File: src/rtl/dist_avg_filter_if.sv
// Sample/flush inputs and filtered-distance outputs of the distance averaging filter.
interface dist_avg_filter_if #(
  parameter int unsigned W = 14
);
  logic [W-1:0] dist_in;
  logic         dist_valid;
  logic         flush;
  logic [W-1:0] dist_out;
  logic         dist_out_valid;
  logic         no_target;
  logic         primed;

  modport master (
    output dist_in, dist_valid, flush,
    input  dist_out, dist_out_valid, no_target, primed
  );

  modport slave (
    input  dist_in, dist_valid, flush,
    output dist_out, dist_out_valid, no_target, primed
  );
endinterface

File: src/rtl/dist_avg_filter.sv
// Power-of-two moving average over accepted distance samples with out-of-range
// rejection and a "no target" flag after a run of consecutive rejects.
module dist_avg_filter #(
  parameter int unsigned W          = 14,
  parameter int unsigned DEPTH_LOG2 = 3,
  parameter int unsigned MAX_DIST   = 4000,
  parameter int unsigned REJ_LIMIT  = 4
) (
  input logic              clk,
  input logic              rst_n,
  dist_avg_filter_if.slave bus
);
  localparam int unsigned DEPTH = 1 << DEPTH_LOG2;
  localparam int unsigned SW    = W + DEPTH_LOG2;
  localparam int unsigned HALF  = 1 << (DEPTH_LOG2 - 1);
  localparam logic [3:0]  REJ_MAX = 4'(REJ_LIMIT);

  typedef enum logic {EMPTY, RUN} state_t;

  state_t                state_q, state_d;
  logic [SW-1:0]         sum_q, sum_d;
  logic [DEPTH_LOG2-1:0] wr_ptr_q, wr_ptr_d;
  logic [3:0]            rej_cnt_q, rej_cnt_d;
  logic                  no_target_q, no_target_d;
  logic                  upd_q, upd_d;
  logic                  zero_q, zero_d;
  logic [W-1:0]          dist_out_q, dist_out_d;
  logic                  out_vld_q, out_vld_d;
  logic [W-1:0]          buf_q [DEPTH];
  logic                  prefill, buf_we;
  logic                  accept, reject;
  logic [W-1:0]          avg;

  assign accept = bus.dist_valid && (bus.dist_in != '0) && (bus.dist_in <= W'(MAX_DIST));
  assign reject = bus.dist_valid && !accept;
  assign avg    = W'((sum_q + SW'(HALF)) >> DEPTH_LOG2);

  always_comb begin
    state_d     = state_q;
    sum_d       = sum_q;
    wr_ptr_d    = wr_ptr_q;
    rej_cnt_d   = rej_cnt_q;
    no_target_d = no_target_q;
    upd_d       = 1'b0;
    zero_d      = 1'b0;
    prefill     = 1'b0;
    buf_we      = 1'b0;
    if (bus.flush) begin
      state_d     = EMPTY;
      sum_d       = '0;
      wr_ptr_d    = '0;
      rej_cnt_d   = '0;
      no_target_d = 1'b0;
    end else if (accept) begin
      rej_cnt_d   = '0;
      no_target_d = 1'b0;
      upd_d       = 1'b1;
      if (state_q == EMPTY) begin
        // Prefill the whole window so the average is exact from the first sample.
        prefill  = 1'b1;
        sum_d    = SW'(bus.dist_in) << DEPTH_LOG2;
        wr_ptr_d = DEPTH_LOG2'(1);
        state_d  = RUN;
      end else begin
        buf_we   = 1'b1;
        sum_d    = sum_q - SW'(buf_q[wr_ptr_q]) + SW'(bus.dist_in);
        wr_ptr_d = wr_ptr_q + DEPTH_LOG2'(1);
      end
    end else if (reject && (rej_cnt_q < REJ_MAX)) begin
      rej_cnt_d = rej_cnt_q + 4'd1;
      if (rej_cnt_q == REJ_MAX - 4'd1) begin
        no_target_d = 1'b1;
        state_d     = EMPTY;
        zero_d      = 1'b1;
      end
    end
  end

  always_comb begin
    dist_out_d = dist_out_q;
    out_vld_d  = 1'b0;
    if (upd_q) begin
      dist_out_d = avg;
      out_vld_d  = 1'b1;
    end else if (zero_q) begin
      dist_out_d = '0;
      out_vld_d  = 1'b1;
    end
  end

  always_ff @(posedge clk or negedge rst_n) begin
    if (!rst_n) begin
      state_q     <= EMPTY;
      sum_q       <= '0;
      wr_ptr_q    <= '0;
      rej_cnt_q   <= '0;
      no_target_q <= 1'b0;
      upd_q       <= 1'b0;
      zero_q      <= 1'b0;
      dist_out_q  <= '0;
      out_vld_q   <= 1'b0;
    end else begin
      state_q     <= state_d;
      sum_q       <= sum_d;
      wr_ptr_q    <= wr_ptr_d;
      rej_cnt_q   <= rej_cnt_d;
      no_target_q <= no_target_d;
      upd_q       <= upd_d;
      zero_q      <= zero_d;
      dist_out_q  <= dist_out_d;
      out_vld_q   <= out_vld_d;
    end
  end

  // History storage needs no reset: it is always prefilled before being read.
  always_ff @(posedge clk) begin
    if (prefill) begin
      for (int unsigned i = 0; i < DEPTH; i++) buf_q[i] <= bus.dist_in;
    end else if (buf_we) begin
      buf_q[wr_ptr_q] <= bus.dist_in;
    end
  end

  assign bus.dist_out       = dist_out_q;
  assign bus.dist_out_valid = out_vld_q;
  assign bus.no_target      = no_target_q;
  assign bus.primed         = (state_q == RUN);
endmodule
File: src/flat_wrapper.sv
// flat-port wrapper written by rule: the top's interface ports become plain ports
module dist_avg_filter_flat 
#(
  parameter int unsigned W          = 14,
  parameter int unsigned DEPTH_LOG2 = 3,
  parameter int unsigned MAX_DIST   = 4000,
  parameter int unsigned REJ_LIMIT  = 4
)
  (clk, rst_n, bus_dist_in, bus_dist_valid, bus_flush, bus_dist_out, bus_dist_out_valid, bus_no_target, bus_primed);
  dist_avg_filter_if #(.W(W)) bus_i ();
  input logic clk;
  input logic rst_n;
  input wire logic [$bits(bus_i.dist_in)-1:0] bus_dist_in;
  input wire logic [$bits(bus_i.dist_valid)-1:0] bus_dist_valid;
  input wire logic [$bits(bus_i.flush)-1:0] bus_flush;
  output wire logic [$bits(bus_i.dist_out)-1:0] bus_dist_out;
  output wire logic [$bits(bus_i.dist_out_valid)-1:0] bus_dist_out_valid;
  output wire logic [$bits(bus_i.no_target)-1:0] bus_no_target;
  output wire logic [$bits(bus_i.primed)-1:0] bus_primed;
  assign bus_i.dist_in = bus_dist_in;
  assign bus_i.dist_valid = bus_dist_valid;
  assign bus_i.flush = bus_flush;
  assign bus_dist_out = bus_i.dist_out;
  assign bus_dist_out_valid = bus_i.dist_out_valid;
  assign bus_no_target = bus_i.no_target;
  assign bus_primed = bus_i.primed;
  dist_avg_filter #(.W(W), .DEPTH_LOG2(DEPTH_LOG2), .MAX_DIST(MAX_DIST), .REJ_LIMIT(REJ_LIMIT)) u_core (.clk(clk), .rst_n(rst_n), .bus(bus_i));
endmodule
File: config.mk
export PLATFORM = sky130hd
export DESIGN_NAME = dist_avg_filter_flat
export DESIGN_NICKNAME = d
export VERILOG_FILES = /design/src/rtl/dist_avg_filter_if.sv /design/src/rtl/dist_avg_filter.sv /design/src/flat_wrapper.sv
export SDC_FILE = /design/constraint.sdc
export NUM_CORES = 1
export LEC_CHECK = 0
export CAP_MARGIN = 0
export CORE_MARGIN = 3
export CORE_UTILIZATION = 45
export DETAILED_ROUTE_END_ITERATION = 10
export PLACE_DENSITY = 0.72
export SLEW_MARGIN = 5
export SYNTH_ARGS = -nofsm -noshare
export SYNTH_HDL_FRONTEND = slang
export SYNTH_SLANG_ARGS = --single-unit
File: constraint.sdc
create_clock -name clk -period 11.4 [get_ports clk]
set_input_delay 2.28 -clock clk [delete_from_list [all_inputs] [get_ports clk]]
set_output_delay 2.28 -clock clk [all_outputs]
set_load 0.02 [all_outputs]
==> metrics.md, run 1 <==
| Metric | Value |
|---|---|
| Run status | `finished clean` |
| Resize count post-CTS | `0` |
| Die area | `0.0187 mm^2` |
| PortBufs | `34` |
| Critical Path AT | `6.25 ns` |
| Number of nets in the layout | `between 700 and 800` |
| Final wirelength | `17.9 mm` |
| Vias | `around 5200` |
| Share of layout cells above drive strength 1 | `10.1%` |
| CTS tree | `yes` |
| Post-CTS Hold Buffers | `0` |
| Final Power | `1.35 mW` |
| First-pass GRT wire length | `28.3 mm` |
| Ys async rst share | `between 20 and 30%` |
| Worst Path Required | `approximately 12 ns` |
| Worst Setup Start Kind | `input pin` |
| Vias in the first global route | `approximately 5100` |
| Final TNS setup | `0 ns` |
| Syn Nets | `between 600 and 700` |
| HPWL after DPL | `12.4 mm` |
| Gr ovfl total | `0` |
| Max transition margin | `21.5%` |
| Clk sink count | `155` |
| Worst skew pair latency | `0.43 ns` |
| Starting Density | `46.2%` |
| Post-synth EDFFs | `112` |
| Minimum clock period | `6.12 ns` |
| Post-route DRC | `0` |
| Number of CTS-inserted buffers | `17` |
| Max capacitance violation total | `0` |
| Final Cell Area | `0.00884 mm^2` |
| Syn Inst Count | `roughly 630` |
| RSZ-0062 raised after global routing | `no` |
| Pleak | `3.35 nW` |
| Worst hold stages | `1` |
| Post-route ant nets | `0` |
| Syn_area_per_cell | `12.3 um^2` |
| Endpoints failing setup | `0` |
| Slew Viols, Final | `0` |
| Largest net degree at the start of global routing | `45` |
| DRT iter0 DRCs | `about 550` |
| Hold WC Path Type | `flip-flop to flip-flop` |
| Yosys warns | `0` |
| Synth area leader | `edfxtp_1` |
| RePlAce Congestion | `0.962` |
| IO Count | `35` |
| Slew at the pin closest to its max-slew limit | `1.17 ns` |
| Commonest non-fill, non-tap cell in the layout | `edfxtp_1` |
| Synthesis-to-layout area growth | `14.9%` |
| CTS clock-pin slew for the worst setup and hold paths | `0.06 ns` |
| Via/cell ratio | `a little under 6` |
| N_diodes | `0` |
| CORE AREA | `about 0.017 mm^2` |
| Share of Yosys cell area claimed by the top area cell type | `43.7%` |
| CP Capture Type | `flip-flop` |
| Router iterations before antenna repair | `4` |
| Power density over the cells | `153 mW/mm^2` |
| Max Freq | `163 MHz` |
| Clk_skew | `0.00866 ns` |
| Avg WL per Cell | `20.0 um` |
| WS Path Type | `input pin to flip-flop` |
| CTS Buffer Depth | `2` |
| CP max FO | `27` |
| Reg2Reg Depth | `15` |
| Antenna violations before repair | `0` |
| # rows | `47` |
| Post-synthesis sequential area ratio | `57.7%` |
| Netlist cell types | `a little over 60` |
| Most frequent cells in the layout | `112 x edfxtp_1, 67 x inv_1, 43 x nor2_1, 43 x dfrtp_1, 34 x a21oi_1` |
| WHS | `0.500 ns` |
| Ranking of synthesized cells by area | `edfxtp_1 44%, dfrtp_1 14%, fa_1 3.6%` |
| #FFs+latches synth | `around 160` |
| Root buf cell | `clkbuf_16` |
| Syn Std Cell Area | `about 0.0077 mm^2` |
| Endpoints failing hold | `0` |
| Period utilization | `53.7%` |
| VDD IR max | `0.146 mV` |
| Chip height | `137 um` |
| Gr usage total | `20.0%` |
| Synth Flop Type | `edfxtp_1` |
| Area post-placement | `roughly 0.0083 mm^2` |
| DIE WIDTH | `137 um` |
| Setup Buffers After CTS | `0` |
| H-tree depth reported by CTS | `4` |
[state kept, by name (all words and copies together), names as in the netlist, 3 cells and up]
| name | count |
|---|---|
| u_core.buf_q | 112 |
| u_core.sum_q | 17 |
| u_core.bus.dist_out | 14 |
| u_core.rej_cnt_q | 4 |
| u_core.wr_ptr_q | 3 |
[worst max-delay path, cell delays in order]
cell	delay [ns]
clkdlybuf4s50_1	0.61
or4_1	0.63
o21ai_0	0.16
a2111oi_0	0.15
nor2b_2	0.93
nand2b_1	0.46
nor2_1	0.72
buf_4	0.30
[final cells by class]
cell class	instances	area, um^2
inverters	67	251
well taps	220	275
multi-input cells	375	2880
clock inverters	13	128
clock buffers	19	433
repair buffers	47	433
fillers	1391	7800
flip-flops and latches	155	4440
[metal layers]
layer  up-vias  global-route usage [%]  part of all wire (%)
met5         -                       0                     0
met4         0                    5.82                   2.1
met3        26                    5.51                   7.1
met2       216                    30.5                    47
met1      2594                    28.1                    44
li1       2387                       -                     -
[where the power goes]
| part | internal, mW | total (mW) | leakage, nW | switching [mW] |
|---|---|---|---|---|
| clock | 0.305 | 0.544 | 0.271 | 0.238 |
| sequential | 0.623 | 0.630 | 1.61 | 0.00791 |
| combinational | 0.0691 | 0.180 | 1.47 | 0.111 |
| total | 0.997 | 1.35 | 3.35 | 0.357 |
[synthesized netlist by cell type, types with 8 or more instances]
library cell,instances
fa_1,14
a221oi_1,12
clkbuf_1,21
xnor2_1,15
inv_1,67
mux2_2,9
mux2i_1,16
nor2_1,43
nand2b_1,9
a21oi_1,34
nor3_1,16
nand2_1,31
o21ai_0,22
edfxtp_1,112
dfrtp_1,43
a211oi_1,10
nand3_1,12
ha_1,21
mux4_2,8
a22o_1,16
[final timing paths]
check / to / start / slack (ns)
hold / removal: u_core.bus.dist_out[0] / u_core.bus.dist_out[0] / 0.50
hold reg to reg: u_core.bus.dist_out[0] / u_core.bus.dist_out[0] / 0.50
min in group asynchronous: u_core.bus.dist_out[6] / rst_n / 1.99
setup reg to reg: u_core.sum_q[16] / u_core.wr_ptr_q[1] / 6.66
max in group asynchronous: u_core.sum_q[2] / rst_n / 8.83
setup / recovery: u_core.buf_q[5][4] / bus_dist_in[1] / 5.28
[logic make-up (layout without fill, tap and decap cells)]
| group | Yosys count | after routing | synth area share, % |
|---|---|---|---|
| and+or+nand+nor | 144 | 144 | 9.24 |
| xor gates and xnor gates | 21 | 21 | 2.39 |
| DFF | 155 | 155 | 57.7 |
| muxes | 33 | 33 | 5.74 |
| buffers and inverters | 97 | 146 | 4.86 |
| AOI/OAI and AO/OA | 142 | 142 | 13.0 |
| adders and majority gates | 35 | 35 | 7.06 |
[metrics by stage]
stage | setup slack, ns | std cells | util (%)
5_1_grt | 4.92 | 896 | 53.1
3_5_place_dp | 4.74 | 864 | 49.8
4_1_cts | 5.21 | 896 | 53.1
2_1_floorplan | 6.40 | 627 | -
6_report | 5.28 | 896 | 53.1
3_3_place_gp | 4.84 | 864 | 49.8
Power figures use the tool's default switching activity.
==> inputs of run 2 (changes only) <==
Settings changed: PLACE_DENSITY 0.72 to 0.75.
Clock period 11.4 ns to 5.3 ns, I/O delays scaled along.
==> run 2 against run 1 <==
Compared with the run above:
- worst hold slack better by 0.0032 ns
- first-iteration DRC count rose by 1.6%
- register-to-register slack lost 6.2 ns
- clock power increased by 110%
- critical endpoint is now u_core.sum_q[16]
- largest cell class unchanged
==> metrics.md, run 2 (synthesized netlist as in run 1, its figures left out) <==
| Metric | Value |
|---|---|
| Worst hold path endpoint | `u_core.bus.dist_out[3] (was u_core.bus.dist_out[0])` |
| R2r setup slk | `0.50 ns (was 6.66 ns)` |
| # rows | `47 (unchanged)` |
| Vias | `5340 (was 5223)` |
| Die area | `0.0187 mm^2 (unchanged)` |
| Commonest non-fill, non-tap cell in the layout | `edfxtp_1 (unchanged)` |
| Crit path buffers/inverters | `2 (unchanged)` |
| Period utilization | `90.5%` |
| Fin worst setup slack | `0.502 ns (was 5.28 ns)` |
| DRT iter0 DRCs | `556 (was 547)` |
| Worst hold stages | `1 (unchanged)` |
| Clk sink count | `155 (unchanged)` |
| Slew at the pin closest to its max-slew limit | `0.965 ns (was 1.17 ns)` |
| Largest net degree at the start of global routing | `44 (was 45)` |
| Avg WL per Cell | `20.0 um (about the same)` |
| CTS Buffer Depth | `2 (unchanged)` |
| Via/cell ratio | `5.86 (was 5.83)` |
| Slowest stage cell, crit path | `dfrtp_1 (was nor2b_2)` |
| Critical Path AT | `5.14 ns (was 6.25 ns)` |
| N_diodes | `0 (unchanged)` |
| Max transition margin | `35.7% (was 21.5%)` |
| Pleak | `3.42 nW (was 3.35 nW)` |
| Vias in the first global route | `5351 (was 5096)` |
| CP max FO | `23 (was 27)` |
| IO Count | `35 (unchanged)` |
| Share of layout cells above drive strength 1 | `12.0% (was 10.1%)` |
| HPWL after DPL | `12.6 mm (was 12.4 mm)` |
| Worst Setup Start Kind | `flip-flop (was input pin)` |
| Endpoints failing hold | `0 (unchanged)` |
| Router iterations before antenna repair | `5 (was 4)` |
| Synthesis-to-layout area growth | `16.5% (was 14.9%)` |
| Slew Viols, Final | `0 (unchanged)` |
| Number of nets in the layout | `731 (was 716)` |
| Final wirelength | `18.2 mm (was 17.9 mm)` |
| Max capacitance violation total | `0 (unchanged)` |
| Hold WC Path Type | `flip-flop to flip-flop (unchanged)` |
| Slowest stage delay, CP | `0.90 ns (was 0.93 ns)` |
| Post-route DRC | `0 (unchanged)` |
| WS Path Type | `flip-flop to flip-flop (was input pin to flip-flop)` |
| Worst Path Required | `5.64 ns (was 11.54 ns)` |
| Gr ovfl total | `0 (unchanged)` |
| Reg2reg start | `u_core.wr_ptr_q[2] (was u_core.wr_ptr_q[1])` |
| Post-CTS Hold Buffers | `0 (unchanged)` |
| Crit path max-delay family | `compound AO/OA/AOI/OAI gates (was simple AND/OR/NAND/NOR gates)` |
| Power density over the cells | `324 mW/mm^2 (was 153 mW/mm^2)` |
| Worst skew pair latency | `0.43 ns (about the same)` |
| Post-route ant nets | `0 (unchanged)` |
| Resize count post-CTS | `0 (unchanged)` |
| DIE WIDTH | `137 um (unchanged)` |
| Pre-CTS setup slack | `0.538 ns (was 4.74 ns)` |
| Top reg by flops | `u_core.buf_q (unchanged)` |
| Max reg flops | `112 (unchanged)` |
| PortBufs | `34 (unchanged)` |
| CP Capture Type | `flip-flop (unchanged)` |
| Run status | `finished clean (unchanged)` |
| Most frequent cells in the layout | `112 x edfxtp_1, 67 x inv_1, 43 x nor2_1, 43 x dfrtp_1, 34 x a21oi_1 (unchanged)` |
| First-pass GRT wire length | `29.4 mm (was 28.3 mm)` |
| Final TNS setup | `0 ns (unchanged)` |
| RePlAce Congestion | `0.907 (was 0.962)` |
| Critical hold path startpoint | `u_core.bus.dist_out[3] (was u_core.bus.dist_out[0])` |
| Gr usage total | `20.8% (was 20.0%)` |
| Antenna violations before repair | `0 (unchanged)` |
| CTS clock-pin slew for the worst setup and hold paths | `0.06 ns (about the same)` |
| Root buf cell | `clkbuf_16 (unchanged)` |
| Setup Buffers After CTS | `0 (unchanged)` |
| CTS tree | `yes (unchanged)` |
| Reg2Reg Depth | `14 (was 15)` |
| Clk_skew | `0.0110 ns (was 0.00866 ns)` |
| RSZ-0062 raised after global routing | `no (unchanged)` |
| Minimum clock period | `4.80 ns` |
| Chip height | `137 um (unchanged)` |
| VDD IR max | `0.245 mV (was 0.146 mV)` |
| H-tree depth reported by CTS | `4 (unchanged)` |
| Fill count | `1395 (was 1391)` |
| Max Freq | `208 MHz` |
| Reg2reg end | `u_core.sum_q[16] (unchanged)` |
| Critical Path, Cell by Cell | `buf_4 > mux2i_1 > a21oi_1 > o21ai_0 > o221ai_1 > fa_1 > inv_1 > ha_1 > and2_1 > nand3_2 > or4_4 > o221a_1 > a2111o_1 > a31oi_1 (was clkdlybuf4s50_1 > or4_1 > o21ai_0 > a2111oi_0 > nor2b_2 > nand2b_1 > nor2_1 > buf_4)` |
| CORE AREA | `0.0166 mm^2 (unchanged)` |
| Endpoints failing setup | `0 (unchanged)` |
| Multi-input gate area | `0.00288 mm^2 (unchanged)` |
| Sequential cell area | `0.00444 mm^2 (unchanged)` |
| Starting Density | `46.2% (unchanged)` |
| Number of CTS-inserted buffers | `17 (unchanged)` |
run 2: worst reg2reg max path, cell delays in order (launching register included):
cell and delay [ns]:
dfrtp_1 0.90, buf_4 0.39, mux2i_1 0.22, a21oi_1 0.09, o21ai_0 0.28, o221ai_1 0.21
fa_1 0.51, inv_1 0.04, ha_1 0.34, and2_1 0.18, nand3_2 0.12, or4_4 0.56
o221a_1 0.29, a2111o_1 0.42, a31oi_1 0.16
run 2: how the worst max path moves through the flow:
stage	from	cells after the start	slack, ns	to
2_1_floorplan	u_core.wr_ptr_q[1]	16	0.96	u_core.sum_q[16]
3_3_place_gp	bus_dist_in[9]	11	0.68	u_core.sum_q[16]
3_5_place_dp	bus_dist_in[9]	11	0.54	u_core.sum_q[16]
4_1_cts	u_core.wr_ptr_q[2]	14	0.55	u_core.sum_q[16]
6_report	u_core.wr_ptr_q[2]	14	0.50	u_core.sum_q[16]
5_1_grt	u_core.wr_ptr_q[2]	14	0.24	u_core.sum_q[16]
run 2: final cells by class:
class                           count  area share, %
Sequential cell                   155           49.5
Tap cell                          220           3.07
Inverter                           67           2.81
Timing Repair Buffer               62           6.09
Multi-Input combinational cell    375           32.2
Clock inverter                     14           1.52
Clock buffer                       18           4.79
run 2: metrics by stage:
stage,util (%),std cells,total power [mW],hold slack [ns],area (um^2)
2_1_floorplan,-,627,1.63,0.497,7690
3_3_place_gp,50.4,879,1.75,0.482,8390
3_5_place_dp,50.4,879,1.76,0.496,8390
4_1_cts,53.8,911,2.93,0.510,8960
5_1_grt,53.8,911,3.04,0.530,8960
6_report,53.8,911,2.91,0.503,8960
run 2: routing by layer:
metal,up-vias,wire length [um],track usage (%)
li1,2421,-,-
met1,2638,7540,27.9
met2,246,8800,32.8
met3,35,1490,5.63
met4,0,412,7.11
met5,-,0,0
run 2: power by group:
group / switching [mW] / internal, mW / total, mW
clock: 0.505 / 0.655 / 1.16
sequential: 0.0188 / 1.34 / 1.36
combinational: 0.236 / 0.154 / 0.390
total: 0.760 / 2.15 / 2.91
==> variant, RTL diff (settings of run 2) <==
`W` is set to 14 in 3 places; all go to 10.
--- a/src/rtl/dist_avg_filter_if.sv
+++ b/src/rtl/dist_avg_filter_if.sv
@@ -1,6 +1,6 @@
 // Sample/flush inputs and filtered-distance outputs of the distance averaging filter.
 interface dist_avg_filter_if #(
-  parameter int unsigned W = 14
+  parameter int unsigned W = 10
 );
   logic [W-1:0] dist_in;
   logic         dist_valid;
--- a/src/rtl/dist_avg_filter.sv
+++ b/src/rtl/dist_avg_filter.sv
@@ -1,7 +1,7 @@
 // Power-of-two moving average over accepted distance samples with out-of-range
 // rejection and a "no target" flag after a run of consecutive rejects.
 module dist_avg_filter #(
-  parameter int unsigned W          = 14,
+  parameter int unsigned W          = 10,
   parameter int unsigned DEPTH_LOG2 = 3,
   parameter int unsigned MAX_DIST   = 4000,
   parameter int unsigned REJ_LIMIT  = 4
--- a/src/flat_wrapper.sv
+++ b/src/flat_wrapper.sv
@@ -1,7 +1,7 @@
 // flat-port wrapper written by rule: the top's interface ports become plain ports
 module dist_avg_filter_flat 
 #(
-  parameter int unsigned W          = 14,
+  parameter int unsigned W          = 10,
   parameter int unsigned DEPTH_LOG2 = 3,
   parameter int unsigned MAX_DIST   = 4000,
   parameter int unsigned REJ_LIMIT  = 4
Interface: changed (resized bus_dist_in and bus_dist_out); port bits go from 35 to 27. The function was not compared with the original's and may differ.
==> variant against run 2 <==
Synthesized cell count decreased by 31%; sequential cell count decreased by 40; synthesized area fell by 26%; design area is 25% lower; highest routed layer unchanged; wire length fell by 33%; power shrank 7.4%; first-iteration DRC count shrank 58%; worst setup slack improved by 570 ps.
==> variant: results (changes against run 2) <==
Syn Nets=472 (was 680); power per cell area=401 nW/um^2 (was 324 nW/um^2); post-DP HPWL=7810 um (was 12,600 um); fillers=967 (was 1,395); Slew headroom=40.4% (was 35.7%); R2R cell count=12 (was 14); reg2reg end=u_core.sum_q[12]$_DFFE_PN0N_ (was u_core.sum_q[16]$_DFFE_PN0N_); PortBufs=26 (was 34); Seq/Total Area, Yosys=57.8% (was 57.7%); routed len/inst=18.8 um (was 20.0 um); dpl ws=983 ps (was 538 ps); WHS Endpoint=u_core.sum_q[1]$_DFFE_PN0N_ (was u_core.bus.dist_out[3]$_DFFE_PN0P_); vias in the first global route=3,785 (was 5,351); GRT met2 Usage=30.2% (was 32.8%); Peak supply drop=0.000194 V (was 0.000245 V); Tot GR Track Use=18.6% (was 20.8%); routing usage on met1=23.9% (was 27.9%); Comb power frac=18.8% (was 13.4%); GP Congestion=0.929 (was 0.907); Cell variety after synth=56 (was 61); WL met1=5250 um (was 7540 um); largest net degree at the start of global routing=36 (was 44); Top delay family on crit path=compound AO/OA/AOI/OAI gates (unchanged); Longest Clk Path Bufs=2 (unchanged); leading post-synthesis cells by cell area=edfxtp_1 (42%), dfrtp_1 (15%), mux4_2 (4.8%), ha_1 (3.8%), fa_1 (3.5%) (was edfxtp_1 (44%), dfrtp_1 (14%), fa_1 (3.6%), ha_1 (3.4%), inv_1 (3.3%)); worst-skew pair later-pin latency=410 ps (was 430 ps); ys async rst share=30.4% (was 27.7%); P_leak=2.62 nW (was 3.42 nW); first-pass GRT wire length=20,000 um (was 29,400 um); run status=finished, final reports clean (unchanged); Layout Nets=509 (was 731); met3 usage=4.21% (was 5.63%); arrival time at the worst endpoint=4520 ps (was 5140 ps); initial drt markers=232 (was 556); met3 WL post-DR=555 um (was 1490 um); max FFs per register=80 (was 112); Final WS setup=1070 ps (was 502 ps); Clock Power=0.00111 W (was 0.00116 W); Internal=0.00195 W (was 0.00215 W); Placement Cell Area=6130 sq um (was 8390 sq um); via count=3,687 (was 5,340); crit-path max cell delay=750 ps (was 900 ps); synth cell count leaders=edfxtp_1 (80), inv_1 (45), dfrtp_1 (35), o21ai_0 (21), nor2_1 (19) (was edfxtp_1 (112), inv_1 (67), dfrtp_1 (43), nor2_1 (43), a21oi_1 (34))
[variant: changes by cell type after synthesis, sizes merged, moves of 9 or more]
cell	delta
nor2	-23
clkbuf	-10
a221oi	-12
inv	-21
mux2i	-11
nand2	-17
edfxtp	-32
a21oi	-16
nor3	-9
[variant: stage by stage]
step	hold slack, ps	instances
4_1_cts	489	649
2_1_floorplan	450	431
3_5_place_dp	481	617
3_3_place_gp	470	617
5_1_grt	523	649
6_report	488	649
[variant: final cells by class]
type	instances	area (sq um)	area share, %
sequential	115	3280	48.8
multi-input combinational	248	2110	31.4
inverter	46	173	2.57
timing repair buffer	40	360	5.37
clock buffer	17	425	6.34
clock inverter	15	156	2.33
tap	168	210	3.13
[variant: kinds of logic after synthesis]
family	after synthesis	synth area share [%]
xor+xnor	17	2.63
compound gates	98	12.2
mux	29	8.04
flops	115	57.8
fa+ha+maj	27	7.28
simple gates	77	7.11
buf+inv	68	4.94
